[config.mk]
export PLATFORM = sky130hd
export DESIGN_NAME = ariane_wakeup_ctrl_flat
export DESIGN_NICKNAME = d
export VERILOG_FILES = /design/src/rtl/ariane_wakeup_ctrl_if.sv /design/src/rtl/ariane_wakeup_ctrl.sv /design/src/flat_wrapper.sv
export SDC_FILE = /design/constraint.sdc
export NUM_CORES = 1
export LEC_CHECK = 0
export ABC_CLOCK_PERIOD_IN_PS = 3000
export CAP_MARGIN = 20
export CORE_ASPECT_RATIO = 1.5
export CORE_MARGIN = 4
export CORE_UTILIZATION = 40
export CTS_CLUSTER_SIZE = 25
export DETAILED_ROUTE_END_ITERATION = 10
export MAX_ROUTING_LAYER = met4
export PLACE_DENSITY = 0.68
export SYNTH_ARGS = -nofsm -noshare
export SYNTH_HDL_FRONTEND = slang
export SYNTH_SLANG_ARGS = --single-unit
[constraint.sdc]
create_clock -name clk_i -period 3 [get_ports clk_i]
set_input_delay 0.45 -clock clk_i [delete_from_list [all_inputs] [get_ports clk_i]]
set_output_delay 0.45 -clock clk_i [all_outputs]
set_load 0.02 [all_outputs]
[src/rtl/ariane_wakeup_ctrl_if.sv]
// ariane_wakeup_ctrl_if
//   Bundles the tile-side wake/sleep handshake, the raw asynchronous
//   interrupt lines and the controller's outputs towards the core.
//   slave  : the wake-up controller (consumes requests, drives core side)
//   master : the tile / environment (drives requests, observes outputs)
//   Signals:
//     wake_int_i   L15 interrupt-packet pulse (clk_i domain)
//     sleep_req_i  software sleep request (clk_i domain)
//     irq_i        NumIrq async level interrupts
//     ipi_i, time_irq_i, debug_req_i  async single-bit requests
//     core_rst_no  active-low core reset
//     awake_o      controller is in RUN
//     wake_cnt_o   wake counter, debug visibility
//     irq_o, ipi_o, time_irq_o, debug_req_o  synchronised interrupts
interface ariane_wakeup_ctrl_if #(
    parameter int unsigned WakeCntWidth = 16,
    parameter int unsigned NumIrq       = 2
);
    logic                    wake_int_i;
    logic                    sleep_req_i;
    logic [NumIrq-1:0]       irq_i;
    logic                    ipi_i;
    logic                    time_irq_i;
    logic                    debug_req_i;
    logic                    core_rst_no;
    logic                    awake_o;
    logic [WakeCntWidth-1:0] wake_cnt_o;
    logic [NumIrq-1:0]       irq_o;
    logic                    ipi_o;
    logic                    time_irq_o;
    logic                    debug_req_o;

    modport slave (
        input  wake_int_i, sleep_req_i, irq_i, ipi_i, time_irq_i, debug_req_i,
        output core_rst_no, awake_o, wake_cnt_o, irq_o, ipi_o, time_irq_o,
               debug_req_o
    );

    modport master (
        output wake_int_i, sleep_req_i, irq_i, ipi_i, time_irq_i, debug_req_i,
        input  core_rst_no, awake_o, wake_cnt_o, irq_o, ipi_o, time_irq_o,
               debug_req_o
    );
endinterface

[src/rtl/ariane_wakeup_ctrl.sv]
// ariane_wakeup_ctrl
//   Holds the ariane core in reset until a wake condition (SRAM-init delay
//   counter, first L15 interrupt return, or either) is reached, then releases
//   reset through an async-assert / sync-deassert chain. A sleep request in
//   RUN puts the core back into reset and re-arms the wake logic. Also
//   synchronises the asynchronous interrupt lines into clk_i.
//   Ports:
//     clk_i  sole clock
//     rst_i  asynchronous active-high reset
//     bus    ariane_wakeup_ctrl_if.slave (see interface header)
//   Parameters:
//     WakeCntWidth  counter width, counter delay is 2^(WakeCntWidth-1) (>=2)
//     WakeMode      0 counter, 1 interrupt, 2 first of either
//     NumIrq        number of external level interrupts
//     SyncStages    depth of every synchroniser and the reset chain (>=2)
module ariane_wakeup_ctrl #(
    parameter int unsigned WakeCntWidth = 16,
    parameter int unsigned WakeMode     = 0,
    parameter int unsigned NumIrq       = 2,
    parameter int unsigned SyncStages   = 2
) (
    input  logic                clk_i,
    input  logic                rst_i,
    ariane_wakeup_ctrl_if.slave bus
);

    localparam int unsigned NumSync = NumIrq + 3;

    typedef enum logic {
        WAIT = 1'b0,
        RUN  = 1'b1
    } state_e;

    state_e                              state_q;
    logic [WakeCntWidth-1:0]             cnt_q;
    logic [WakeCntWidth-1:0]             cnt_inc;
    logic [SyncStages-1:0]               rst_chain_q;
    logic [SyncStages-1:0][NumSync-1:0]  sync_q;
    logic [NumSync-1:0]                  sync_in;
    logic                                cnt_en;
    logic                                int_en;
    logic                                wake_now;
    logic                                chain_in;

    assign cnt_en = (WakeMode != 1);
    assign int_en = (WakeMode != 0);

    always_comb begin
        cnt_inc  = cnt_q + WakeCntWidth'(1);
        wake_now = (cnt_en && cnt_inc[WakeCntWidth-1]) || (int_en && bus.wake_int_i);
        // Stage 0 samples the next awake value rather than awake_o itself, so
        // the core reset deasserts SyncStages-1 edges after awake_o rises.
        chain_in = (state_q == RUN) ? ~bus.sleep_req_i : wake_now;
    end

    always_ff @(posedge clk_i or posedge rst_i) begin
        if (rst_i) begin
            state_q     <= WAIT;
            cnt_q       <= '0;
            rst_chain_q <= '0;
        end else begin
            rst_chain_q <= {rst_chain_q[SyncStages-2:0], chain_in};
            case (state_q)
                WAIT: begin
                    // Counter keeps its incremented value even when the
                    // interrupt wins the race on the same edge.
                    if (cnt_en) cnt_q <= cnt_inc;
                    if (wake_now) state_q <= RUN;
                end
                RUN: begin
                    if (bus.sleep_req_i) begin
                        state_q     <= WAIT;
                        cnt_q       <= '0;
                        rst_chain_q <= '0;
                    end
                end
                default: state_q <= WAIT;
            endcase
        end
    end

    assign sync_in = {bus.debug_req_i, bus.time_irq_i, bus.ipi_i, bus.irq_i};

    always_ff @(posedge clk_i or posedge rst_i) begin
        if (rst_i) begin
            sync_q <= '0;
        end else begin
            sync_q <= {sync_q[SyncStages-2:0], sync_in};
        end
    end

    assign bus.awake_o     = (state_q == RUN);
    assign bus.core_rst_no = rst_chain_q[SyncStages-1];
    assign bus.wake_cnt_o  = cnt_q;
    assign bus.irq_o       = sync_q[SyncStages-1][NumIrq-1:0];
    assign bus.ipi_o       = sync_q[SyncStages-1][NumIrq];
    assign bus.time_irq_o  = sync_q[SyncStages-1][NumIrq+1];
    assign bus.debug_req_o = sync_q[SyncStages-1][NumIrq+2];

endmodule

[src/flat_wrapper.sv]
// flat-port wrapper written by rule: the top's interface ports become plain ports
module ariane_wakeup_ctrl_flat 
#(
    parameter int unsigned WakeCntWidth = 16,
    parameter int unsigned WakeMode     = 0,
    parameter int unsigned NumIrq       = 2,
    parameter int unsigned SyncStages   = 2
)
  (clk_i, rst_i, bus_wake_int_i, bus_sleep_req_i, bus_irq_i, bus_ipi_i, bus_time_irq_i, bus_debug_req_i, bus_core_rst_no, bus_awake_o, bus_wake_cnt_o, bus_irq_o, bus_ipi_o, bus_time_irq_o, bus_debug_req_o);
  ariane_wakeup_ctrl_if #(.WakeCntWidth(WakeCntWidth), .NumIrq(NumIrq)) bus_i ();
  input  logic clk_i;
  input  logic rst_i;
  input wire logic [$bits(bus_i.wake_int_i)-1:0] bus_wake_int_i;
  input wire logic [$bits(bus_i.sleep_req_i)-1:0] bus_sleep_req_i;
  input wire logic [$bits(bus_i.irq_i)-1:0] bus_irq_i;
  input wire logic [$bits(bus_i.ipi_i)-1:0] bus_ipi_i;
  input wire logic [$bits(bus_i.time_irq_i)-1:0] bus_time_irq_i;
  input wire logic [$bits(bus_i.debug_req_i)-1:0] bus_debug_req_i;
  output wire logic [$bits(bus_i.core_rst_no)-1:0] bus_core_rst_no;
  output wire logic [$bits(bus_i.awake_o)-1:0] bus_awake_o;
  output wire logic [$bits(bus_i.wake_cnt_o)-1:0] bus_wake_cnt_o;
  output wire logic [$bits(bus_i.irq_o)-1:0] bus_irq_o;
  output wire logic [$bits(bus_i.ipi_o)-1:0] bus_ipi_o;
  output wire logic [$bits(bus_i.time_irq_o)-1:0] bus_time_irq_o;
  output wire logic [$bits(bus_i.debug_req_o)-1:0] bus_debug_req_o;
  assign bus_i.wake_int_i = bus_wake_int_i;
  assign bus_i.sleep_req_i = bus_sleep_req_i;
  assign bus_i.irq_i = bus_irq_i;
  assign bus_i.ipi_i = bus_ipi_i;
  assign bus_i.time_irq_i = bus_time_irq_i;
  assign bus_i.debug_req_i = bus_debug_req_i;
  assign bus_core_rst_no = bus_i.core_rst_no;
  assign bus_awake_o = bus_i.awake_o;
  assign bus_wake_cnt_o = bus_i.wake_cnt_o;
  assign bus_irq_o = bus_i.irq_o;
  assign bus_ipi_o = bus_i.ipi_o;
  assign bus_time_irq_o = bus_i.time_irq_o;
  assign bus_debug_req_o = bus_i.debug_req_o;
  ariane_wakeup_ctrl #(.WakeCntWidth(WakeCntWidth), .WakeMode(WakeMode), .NumIrq(NumIrq), .SyncStages(SyncStages)) u_core (.clk_i(clk_i), .rst_i(rst_i), .bus(bus_i));
endmodule
### After elaboration in Yosys (flattened, before gate mapping)

Cells that the tools add are included.

| word-level totals | value |
|---|---|
| bits in registers | 29 |

| cells by class | value |
|---|---|
| muxes and demuxes | 8 |
| add/subtract/negate cells | 1 |
| bitwise logic cells | 2 |
| eq/ne operators | 1 |

Operators by type and width:

| operator | count |
|---|---|
| $pmux W16 S2 | 1 |
| $add A16 B1 Y16 const B | 1 |
| $mux W16 | 1 |
| $mux W2 | 2 |
| $mux W1 | 3 |
| $ne A2 B2 Y1 const B | 1 |
| $not A1 Y1 | 2 |
| $pmux W1 S2 | 1 |

### Depth between registers and ports, before layout

Gate-level depths: netlist of run 1.

| depth | value |
|---|---|
| depth after elaboration | 4 |
| mapped depth | 5 |
| gate-level depth less buffers | 5 |

### Worst setup path after synthesis of run 1

Ideal clock, no wire load.

| timing path | value |
|---|---|
| path kind | register to register |
| start | register u_core.rst_chain_q[0] (netlist name) |
| end | register u_core.cnt_q[11] (netlist: u_core.bus.wake_cnt_o[11]) |
| path slack | 1.393 ns |
| path buffers | 1 |
| stages on the path, launching flop included | 6 |
| required time | 2.863 ns |
| data arrival time | 1.470 ns |
| period minus slack after synthesis | 1.607 ns |
| library setup time | 0.137 ns |
| cells stage by stage | dfrtp_1 -> nand4b_2 -> or2_1 -> buf_6 -> o311ai_4 -> o41ai_2 |

RTL lines:

| element | line | text |
|---|---|---|
| to (signal assigned) | ariane_wakeup_ctrl.sv:67 | `if (cnt_en) cnt_q <= cnt_inc;` |
| to (decl) | ariane_wakeup_ctrl.sv:35 | `logic [WakeCntWidth-1:0] cnt_q;` |

==> results of run 1 <==
[cell type report]
type                            instances  area [um2]  area share
Clock buffer                            3        41.3      0.0263
Clock inverter                          1        30.0      0.0191
Inverter                                2        7.51     0.00478
Multi-Input combinational cell         65         438       0.279
Sequential cell                        28         701       0.446
Tap cell                               37        46.3      0.0295
Timing Repair Buffer                   31         308       0.196
[cells in the mapped netlist, types with 2 or more instances]
master / instances
o21ai_0: 3
nand2_1: 15
mux2i_1: 6
nand4_1: 3
and3_1: 2
nor2_1: 2
dfrtp_1: 28
nor3_1: 3
buf_4: 2
or2_1: 2
o21ai_1: 3
o31ai_1: 3
o211ai_1: 2
nand3_1: 5
clkbuf_1: 2
inv_1: 2
[flip-flops by register name, indices dropped and copies added, names as in the netlist]
name,cells
u_core.bus.wake_cnt_o,16
u_core.sync_q,5
u_core.bus.irq_o,2
u_core.rst_chain_q,2
u_core.bus.debug_req_o,1
u_core.bus.ipi_o,1
u_core.bus.time_irq_o,1
[through the flow]
step | worst slack (ns) | std cells | total power, mW | utilization | hold WS (ns)
after global routing | 0.981 | 167 | 1.09 | 0.569 | 0.368
after floorplan | 1.39 | 100 | 0.633 | - | 0.331
after detailed placement | 1.21 | 163 | 0.760 | 0.543 | 0.335
after CTS | 1.03 | 167 | 1.05 | 0.569 | 0.356
final | 1.04 | 167 | 1.04 | 0.569 | 0.355
after global placement | 1.26 | 163 | 0.747 | 0.543 | 0.332
[power by group through the flow]
stage | Sequential (mW) | Clock (mW) | Combinational [mW]
3_5_place_dp | 0.503 | 0 | 0.258
5_1_grt | 0.505 | 0.308 | 0.272
4_1_cts | 0.494 | 0.298 | 0.258
2_1_floorplan | 0.536 | 0 | 0.0967
3_3_place_gp | 0.499 | 0 | 0.248
6_report | 0.493 | 0.290 | 0.253
[cell families after synthesis]
group           Yosys count  synth area share
simple gates             39             0.177
fa+ha+maj                 1            0.0106
buf+inv                   7            0.0350
flops                    28             0.594
mux                       6            0.0509
compound gates           19             0.133
[path summary, 6_finish.rpt]
kind / startpoint / endpoint / cells past startpoint
worst max-delay path: u_core.rst_chain_q[0]$_DFF_PP0_ / bus_awake_o / 1
worst min-delay path: u_core.sync_q[2]$_DFF_PP0_ / u_core.bus.ipi_o$_DFF_PP0_ / 0
worst max register to register: u_core.rst_chain_q[0]$_DFF_PP0_ / u_core.bus.wake_cnt_o[11]$_DFFE_PP0P_ / 4
worst min register to register: u_core.sync_q[2]$_DFF_PP0_ / u_core.bus.ipi_o$_DFF_PP0_ / 0
max in group asynchronous: rst_i / u_core.bus.wake_cnt_o[13]$_DFFE_PP0P_ / 3
min in group asynchronous: rst_i / u_core.sync_q[0]$_DFF_PP0_ / 3
[routing by layer]
layer | vias to the layer above | routed length [um]
met3 | 2 | 103
li1 | 421 | -
met2 | 21 | 1180
met5 | - | 0
met1 | 429 | 956
met4 | 0 | 24
[cell usage in the layout (no fill, tap or decap), drive strengths merged, types with 2 or more instances in the layout]
master         instances
clkdlybuf4s50         30
dfrtp                 28
nand2                 16
mux2i                  6
o21ai                  6
nand3                  5
nor3                   4
o31ai                  3
nand4                  3
clkbuf                 3
inv                    2
nor2                   2
o211ai                 2
or2                    2
and3                   2
o311ai                 2
o41ai                  2
==> flow_summary.json, run 1 <==
{
  "syn_area_um2": 1180,
  "fin_area_um2": 1570,
  "routed_wirelength_um": 2260,
  "clockBufferDepth": 2,
  "drive_above_1_share": 0.0846,
  "seqPwrFrac": 0.476,
  "grt.overflow.total": 0,
  "postCtsHoldBufs": 0,
  "vias": 873,
  "min_path_type": "reg -> reg",
  "diodes": 0,
  "cts_resized": 0,
  "first_global_vias": 867,
  "synth.avg_cell_area_um2": 11.8,
  "grt_pass1_wl_um": 3640,
  "clock_skew_ns": 0.00203,
  "crit_path_end_kind": "output port",
  "num_rows": 23,
  "pwr-share-clk": 0.280,
  "yosysSeqAreaShare": 0.594,
  "grt_antenna_before_repair": 0,
  "postRouteAntennaNets": 0,
  "met3_usage": 0.0180,
  "gp_congestion": 0.825,
  "clock-root-buffer": "clkbuf_8",
  "maxCapViolations": 0,
  "vdd_drop_max_mv": 0.293,
  "async_reset_ff_frac": 1.00,
  "post-route-period-util": 0.653,
  "cts_tree": "done",
  "critPathLaunchType": "flip-flop",
  "die_x_um": 52.3,
  "hpwl_um": 1660,
  "setup_viol": 0,
  "p_comb_frac": 0.244,
  "wl_per_cell_um": 13.5,
  "post_cts_buffers": 0,
  "yosysWarnings": 0,
  "yosysUniqueCellTypes": 33,
  "cp_cell_sequence": "clkdlybuf4s50_1",
  "synth_ff_type": "dfrtp_1",
  "met2_usage": 0.232,
  "synth-edff-count": 0,
  "rsz0062_at_grt": "no",
  "grt.total_usage": 0.129,
  "relSlewSlack": 0.642,
  "drtIter0Drc": 11,
  "path_max_fanout": 13,
  "core_area_um2": 2760,
  "cp.buffers_inverters": 1,
  "clock_latency_ns": 0.27,
  "yosys.area.top_type_share": 0.594,
  "vias_per_cell": 5.23,
  "io_buffers": 30,
  "grt_max_degree": 29,
  "swShare": 0.300,
  "yosys-top-cells-area": "dfrtp_1 59%, mux2i_1 5.1%, nand2_1 4.8%, o311ai_4 2.2%, nand3_1 2.1%",
  "cts_buffers": 3,
  "slowest_stage": "clkdlybuf4s50_1",
  "nets": 141,
  "cp.arrival_ns": 1.51,
  "setup-tns-final_ns": 0,
  "max_freq_ghz": 0.510,
  "die_h_um": 74.5,
  "leakage_nw": 0.640,
  "top_usage_layer": "met2",
  "switching_power_uw": 310,
  "tightestPinTransition_ns": 0.535,
  "synth_top_area_cell": "dfrtp_1",
  "dieArea_um2": 3900,
  "reg2reg_slack_ns": 1.22,
  "hold_violations": 0,
  "p_int_uw": 726,
  "cp.required_ns": 2.55,
  "fill_cells": 258,
  "ys_seq_elements": 28,
  "firstDrtPassIters": 4,
  "cts_sinks": 28,
  "synthCells": 100,
  "period_needed_ns": 1.96,
  "outcome": "finished clean",
  "initial_utilization": 0.427,
  "cts.htree.levels": 1,
  "cp_top_family": "buffers and inverters",
  "crit_path_max_incr_delay_ns": 0.68,
  "grtUsageMet1": 0.133,
  "io_pins": 32,
  "cts.clk_slew.worst_paths_ns": 0.09,
  "p_per_area_nw_per_um2": 659,
  "slew_violations": 0,
  "area_delta_synth_final_pct": 33.2,
  "drc_errors": 0,
  "path_class": "reg -> out",
  "placed_area_um2": 1500,
  "syn-num-nets": 110
}
Power figures use the tool's default switching activity.
==> inputs of run 2 (changes only) <==
--- a/config.mk
+++ b/config.mk
@@ -5,7 +5,7 @@
 export SDC_FILE = /design/constraint.sdc
 export NUM_CORES = 1
 export LEC_CHECK = 0
-export ABC_CLOCK_PERIOD_IN_PS = 3000
+export ABC_CLOCK_PERIOD_IN_PS = 2000
 export CAP_MARGIN = 20
 export CORE_ASPECT_RATIO = 1.5
 export CORE_MARGIN = 4
==> constraint.sdc (replaced) <==
create_clock -name clk_i -period 2 [get_ports clk_i]
set_input_delay 0.3 -clock clk_i [delete_from_list [all_inputs] [get_ports clk_i]]
set_output_delay 0.3 -clock clk_i [all_outputs]
set_load 0.02 [all_outputs]
==> flow_summary.json, run 2 (synthesized netlist as in run 1, its figures left out) <==
{
  "cp.buffers_inverters": 2,
  "path_class": "reg -> out",
  "cp_top_family": "buffers and inverters",
  "fill_cells": 235,
  "grt.total_usage": 0.138,
  "setup-tns-final_ns": 0,
  "grt_antenna_before_repair": 0,
  "post-route-period-util": 0.883,
  "p_per_area_nw_per_um2": 992,
  "period_needed_ns": 1.77,
  "clock-root-buffer": "clkbuf_8",
  "grt.overflow.total": 0,
  "vias_per_cell": 5.26,
  "diodes": 0,
  "slew_violations": 0,
  "drtIter0Drc": 31,
  "outcome": "finished clean",
  "grt_pass1_wl_um": 3900,
  "cp_cell_sequence": "buf_4, clkdlybuf4s50_1",
  "firstDrtPassIters": 4,
  "cts_buffers": 3,
  "crit_path_end_kind": "output port",
  "cts.htree.levels": 1,
  "crit_path_max_incr_delay_ns": 0.61,
  "timing.rr.end": "u_core.bus.wake_cnt_o[11]$_DFFE_PP0P_",
  "postCtsHoldBufs": 0,
  "multi_input_area_um2": 438,
  "path_max_fanout": 9,
  "rsz0062_at_grt": "no",
  "dieArea_um2": 3900,
  "cts_resized": 0,
  "first_global_vias": 872,
  "hold_slack_ns": 0.296,
  "wl_per_cell_um": 13.8,
  "ff_latch_area_um2": 701,
  "relSlewSlack": 0.666,
  "fin_util": 0.572,
  "io_pins": 32,
  "cts_tree": "done",
  "setup_viol": 0,
  "r2r_start": "u_core.rst_chain_q[0]$_DFF_PP0_",
  "die_x_um": 52.3,
  "io_buffers": 30,
  "core_area_um2": 2760,
  "cts_sinks": 28,
  "cp-endpoint": "bus_awake_o",
  "area_delta_synth_final_pct": 33.8,
  "vdd_drop_max_mv": 0.449,
  "cp.required_ns": 1.70,
  "postRouteAntennaNets": 0,
  "cts.clk_slew.worst_paths_ns": 0.09,
  "min_path_type": "in -> async",
  "worst-r2r-cell-count": 4,
  "num_rows": 23,
  "layout_common_cells": "30 x clkdlybuf4s50_1, 28 x dfrtp_1, 15 x nand2_1",
  "drive_above_1_share": 0.0916,
  "vias": 884,
  "tightestPinTransition_ns": 0.499,
  "placed_area_um2": 1510,
  "crit_start": "u_core.rst_chain_q[0]$_DFF_PP0_",
  "critPathLaunchType": "flip-flop",
  "fin_area_um2": 1580,
  "initial_utilization": 0.427,
  "reg2reg_slack_ns": 0.32,
  "drc_errors": 0,
  "max_freq_ghz": 0.567,
  "nets": 142,
  "clockBufferDepth": 2,
  "routed_wirelength_um": 2320,
  "largest_reg_flops": 16,
  "hpwl_um": 1710,
  "maxCapViolations": 0,
  "hold_violations": 0,
  "slowest_stage": "clkdlybuf4s50_1",
  "gp_congestion": 0.802,
  "clock_skew_ns": 0.00262,
  "die_h_um": 74.5,
  "leakage_nw": 0.646,
  "cp.depth": 2,
  "post_cts_buffers": 0,
  "cp.arrival_ns": 1.47,
  "clock_latency_ns": 0.27,
  "layout_commonest_cell": "clkdlybuf4s50_1",
  "grt_max_degree": 19
}
run 2: how the worst min path moves through the flow:
stage | start | to | slack [ns]
after floorplan | u_core.sync_q[4]$_DFF_PP0_ | u_core.bus.debug_req_o$_DFF_PP0_ | 0.33
after global placement | u_core.sync_q[2]$_DFF_PP0_ | u_core.bus.ipi_o$_DFF_PP0_ | 0.33
after detailed placement | u_core.sync_q[2]$_DFF_PP0_ | u_core.bus.ipi_o$_DFF_PP0_ | 0.34
after CTS | rst_i | u_core.bus.irq_o[1]$_DFF_PP0_ | 0.30
after global routing | rst_i | u_core.bus.ipi_o$_DFF_PP0_ | 0.34
final | rst_i | u_core.sync_q[1]$_DFF_PP0_ | 0.30
run 2: cell type report:
type                       instances  share of cell area
sequential                        28               0.444
multi-input combinational         65               0.277
timing repair buffer              32               0.200
tap                               37              0.0293
clock buffer                       3              0.0261
clock inverter                     1              0.0190
inverter                           2             0.00475
run 2: metal layers:
layer	vias to the layer above	track usage	wire length (um)
li1	423	-	-
met1	429	0.166	966
met2	27	0.215	1190
met3	5	0.0220	112
met4	0	0.0795	53
met5	-	-	0
run 2: power breakdown:
part	internal (mW)	total (mW)	leakage (nW)	switching (mW)
logic	0.189	0.394	0.250	0.205
clock network	0.268	0.434	0.0357	0.166
registers	0.637	0.738	0.360	0.102
total	1.09	1.57	0.646	0.473
run 2: worst register-to-register path: stages (launching register included):
cell and delay (ns):
dfrtp_1 0.43, nand4b_2 0.29, or2_1 0.41, o311ai_4 0.33
o41ai_2 0.10
run 2: metrics by stage:
stage / power [mW] / instances / setup WS, ns
2_1_floorplan: 0.950 / 100 / 0.393
3_3_place_gp: 1.13 / 164 / 0.376
3_5_place_dp: 1.15 / 164 / 0.362
4_1_cts: 1.59 / 168 / 0.230
5_1_grt: 1.65 / 168 / 0.178
6_report: 1.57 / 168 / 0.235
==> inputs of run 3 (changes only) <==
--- a/config.mk
+++ b/config.mk
@@ -5,7 +5,7 @@
 export SDC_FILE = /design/constraint.sdc
 export NUM_CORES = 1
 export LEC_CHECK = 0
-export ABC_CLOCK_PERIOD_IN_PS = 2000
+export ABC_CLOCK_PERIOD_IN_PS = 1590
 export CAP_MARGIN = 20
 export CORE_ASPECT_RATIO = 1.5
 export CORE_MARGIN = 4
@@ -13,7 +13,7 @@
 export CTS_CLUSTER_SIZE = 25
 export DETAILED_ROUTE_END_ITERATION = 10
 export MAX_ROUTING_LAYER = met4
-export PLACE_DENSITY = 0.68
+export PLACE_DENSITY = 0.71
 export SYNTH_ARGS = -nofsm -noshare
 export SYNTH_HDL_FRONTEND = slang
 export SYNTH_SLANG_ARGS = --single-unit
==> constraint.sdc (replaced) <==
create_clock -name clk_i -period 1.59 [get_ports clk_i]
set_input_delay 0.2385 -clock clk_i [delete_from_list [all_inputs] [get_ports clk_i]]
set_output_delay 0.2385 -clock clk_i [all_outputs]
set_load 0.02 [all_outputs]
==> flow_summary.json, run 3 (synthesized netlist as in run 1, its figures left out) <==
{
  "outcome": "finished clean",
  "cp.required_ns": 1.35,
  "path_class": "reg -> out",
  "io_pins": 32,
  "seqPwrFrac": 0.441,
  "setup-tns-final_ns": 0,
  "nets": 155,
  "num_rows": 23,
  "clock-root-buffer": "clkbuf_8",
  "path_max_fanout": 4,
  "cts.clk_slew.worst_paths_ns": 0.10,
  "cp.buffers_inverters": 1,
  "pwr-share-clk": 0.276,
  "route.met2.wl_um": 1420,
  "cts.htree.levels": 1,
  "clock_skew_ns": 0.00449,
  "relSlewSlack": 0.772,
  "cp_top_family": "buffers and inverters",
  "total_power_mw": 2.04,
  "p_per_area_nw_per_um2": 1200,
  "firstDrtPassIters": 4,
  "p_comb_frac": 0.284,
  "min_path_type": "in -> async",
  "switching_power_uw": 630,
  "cp_cell_sequence": "clkdlybuf4s50_1",
  "cts_tree": "done",
  "wl_per_cell_um": 14.5,
  "cp.arrival_ns": 1.30,
  "wl_met3_um": 150,
  "rsz0062_at_grt": "no",
  "max_freq_ghz": 0.651,
  "grt.total_usage": 0.150,
  "vias_per_cell": 5.28,
  "period_needed_ns": 1.54,
  "grt_pass1_wl_um": 4170,
  "grt_max_degree": 29,
  "layout_commonest_cell": "dfrtp_1",
  "tightestPinTransition_ns": 0.342,
  "clockBufferDepth": 2,
  "drtIter0Drc": 45,
  "fin_util": 0.615,
  "first_global_vias": 938,
  "routed_wirelength_um": 2630,
  "setup_viol": 0,
  "cts_sinks": 28,
  "core_area_um2": 2760,
  "crit_path_max_incr_delay_ns": 0.62,
  "slowest_stage": "clkdlybuf4s50_1",
  "drc_errors": 0,
  "met1_length_um": 988,
  "layout_common_cells": "25 x dfrtp_1, 15 x nand2_1, 15 x clkdlybuf4s50_1, 15 x buf_4, 12 x dlygate4sd2_1",
  "grt_antenna_before_repair": 0,
  "hold_violations": 0,
  "vias": 955,
  "initial_utilization": 0.427,
  "maxCapViolations": 0,
  "p_int_mw": 1.41,
  "crit_path_end_kind": "output port",
  "drive_above_1_share": 0.229,
  "slew_violations": 0,
  "diodes": 0,
  "post-route-period-util": 0.967,
  "clock_latency_ns": 0.28,
  "area_delta_synth_final_pct": 44.1,
  "dieArea_um2": 3900,
  "leakage_nw": 0.814,
  "cts_buffers": 3,
  "die_x_um": 52.3,
  "grt.overflow.total": 0,
  "hpwl_um": 1900,
  "vdd_drop_max_mv": 0.624,
  "largest_reg_flops": 16,
  "critPathLaunchType": "flip-flop",
  "die_h_um": 74.5,
  "gp_congestion": 0.868,
  "dr.max_layer_used": "met4",
  "io_buffers": 30,
  "postRouteAntennaNets": 0,
  "dp_cells": 176,
  "stdcell_count": 181,
  "swShare": 0.309
}
-- run 3: power by group through the flow --
stage | clock network, mW | logic (mW) | registers (mW)
3_5_place_dp | 0 | 0.621 | 0.912
2_1_floorplan | 0 | 0.182 | 1.02
6_report | 0.562 | 0.579 | 0.899
5_1_grt | 0.597 | 0.627 | 0.919
4_1_cts | 0.572 | 0.580 | 0.897
3_3_place_gp | 0 | 0.601 | 0.903
-- run 3: metal layers --
| layer | up-vias | GRT usage |
|---|---|---|
| met2 | 32 | 0.249 |
| met1 | 472 | 0.173 |
| met5 | - | - |
| met3 | 5 | 0.0180 |
| met4 | 0 | 0.0852 |
| li1 | 446 | - |
-- run 3: path summary, 6_finish.rpt --
path | cells after the start | endpoint | slack, ns | start
min | 3 | u_core.bus.wake_cnt_o[2]$_DFFE_PP0P_ | 0.32 | rst_i
max | 1 | bus_wake_cnt_o[14] | 0.05 | u_core.bus.wake_cnt_o[14]$_DFFE_PP0P_
min reg2reg | 0 | u_core.bus.debug_req_o$_DFF_PP0_ | 0.35 | u_core.sync_q[4]$_DFF_PP0_
max reg2reg | 4 | u_core.bus.wake_cnt_o[11]$_DFFE_PP0P_ | 0.07 | u_core.rst_chain_q[0]$_DFF_PP0_
min in group clk_i | 0 | u_core.bus.debug_req_o$_DFF_PP0_ | 0.35 | u_core.sync_q[4]$_DFF_PP0_
max in group asynchronous | 3 | u_core.rst_chain_q[0]$_DFF_PP0_ | 1.00 | rst_i
-- run 3: final cells by class --
class	instances	area [um2]
fill	245	1060
sequential	28	704
multi-input combinational	65	465
timing repair buffer	45	405
tap	37	46.3
clock buffer	3	41.3
clock inverter	1	30.0
inverter	2	7.51
-- run 3: stage by stage --
step	area [um2]	hold WS, ns	worst slack, ns
after floorplan	1180	0.270	0.00698
after global placement	1600	0.333	0.0512
after detailed placement	1600	0.336	0.0156
after CTS	1660	0.337	0.0000639
after global routing	1700	0.366	0.00485
final	1700	0.317	0.0532
-- run 3: repair_timing --
item                                    in CTS  in global routing
endpoints found under the hold margin        0                  0
resized for setup                           12                  9
pin swaps                                    0                  2
setup buffers                                0                  1
cloned                                       0                  0
endpoints found under the setup margin      13                 10
hold buffers                                 0                  0
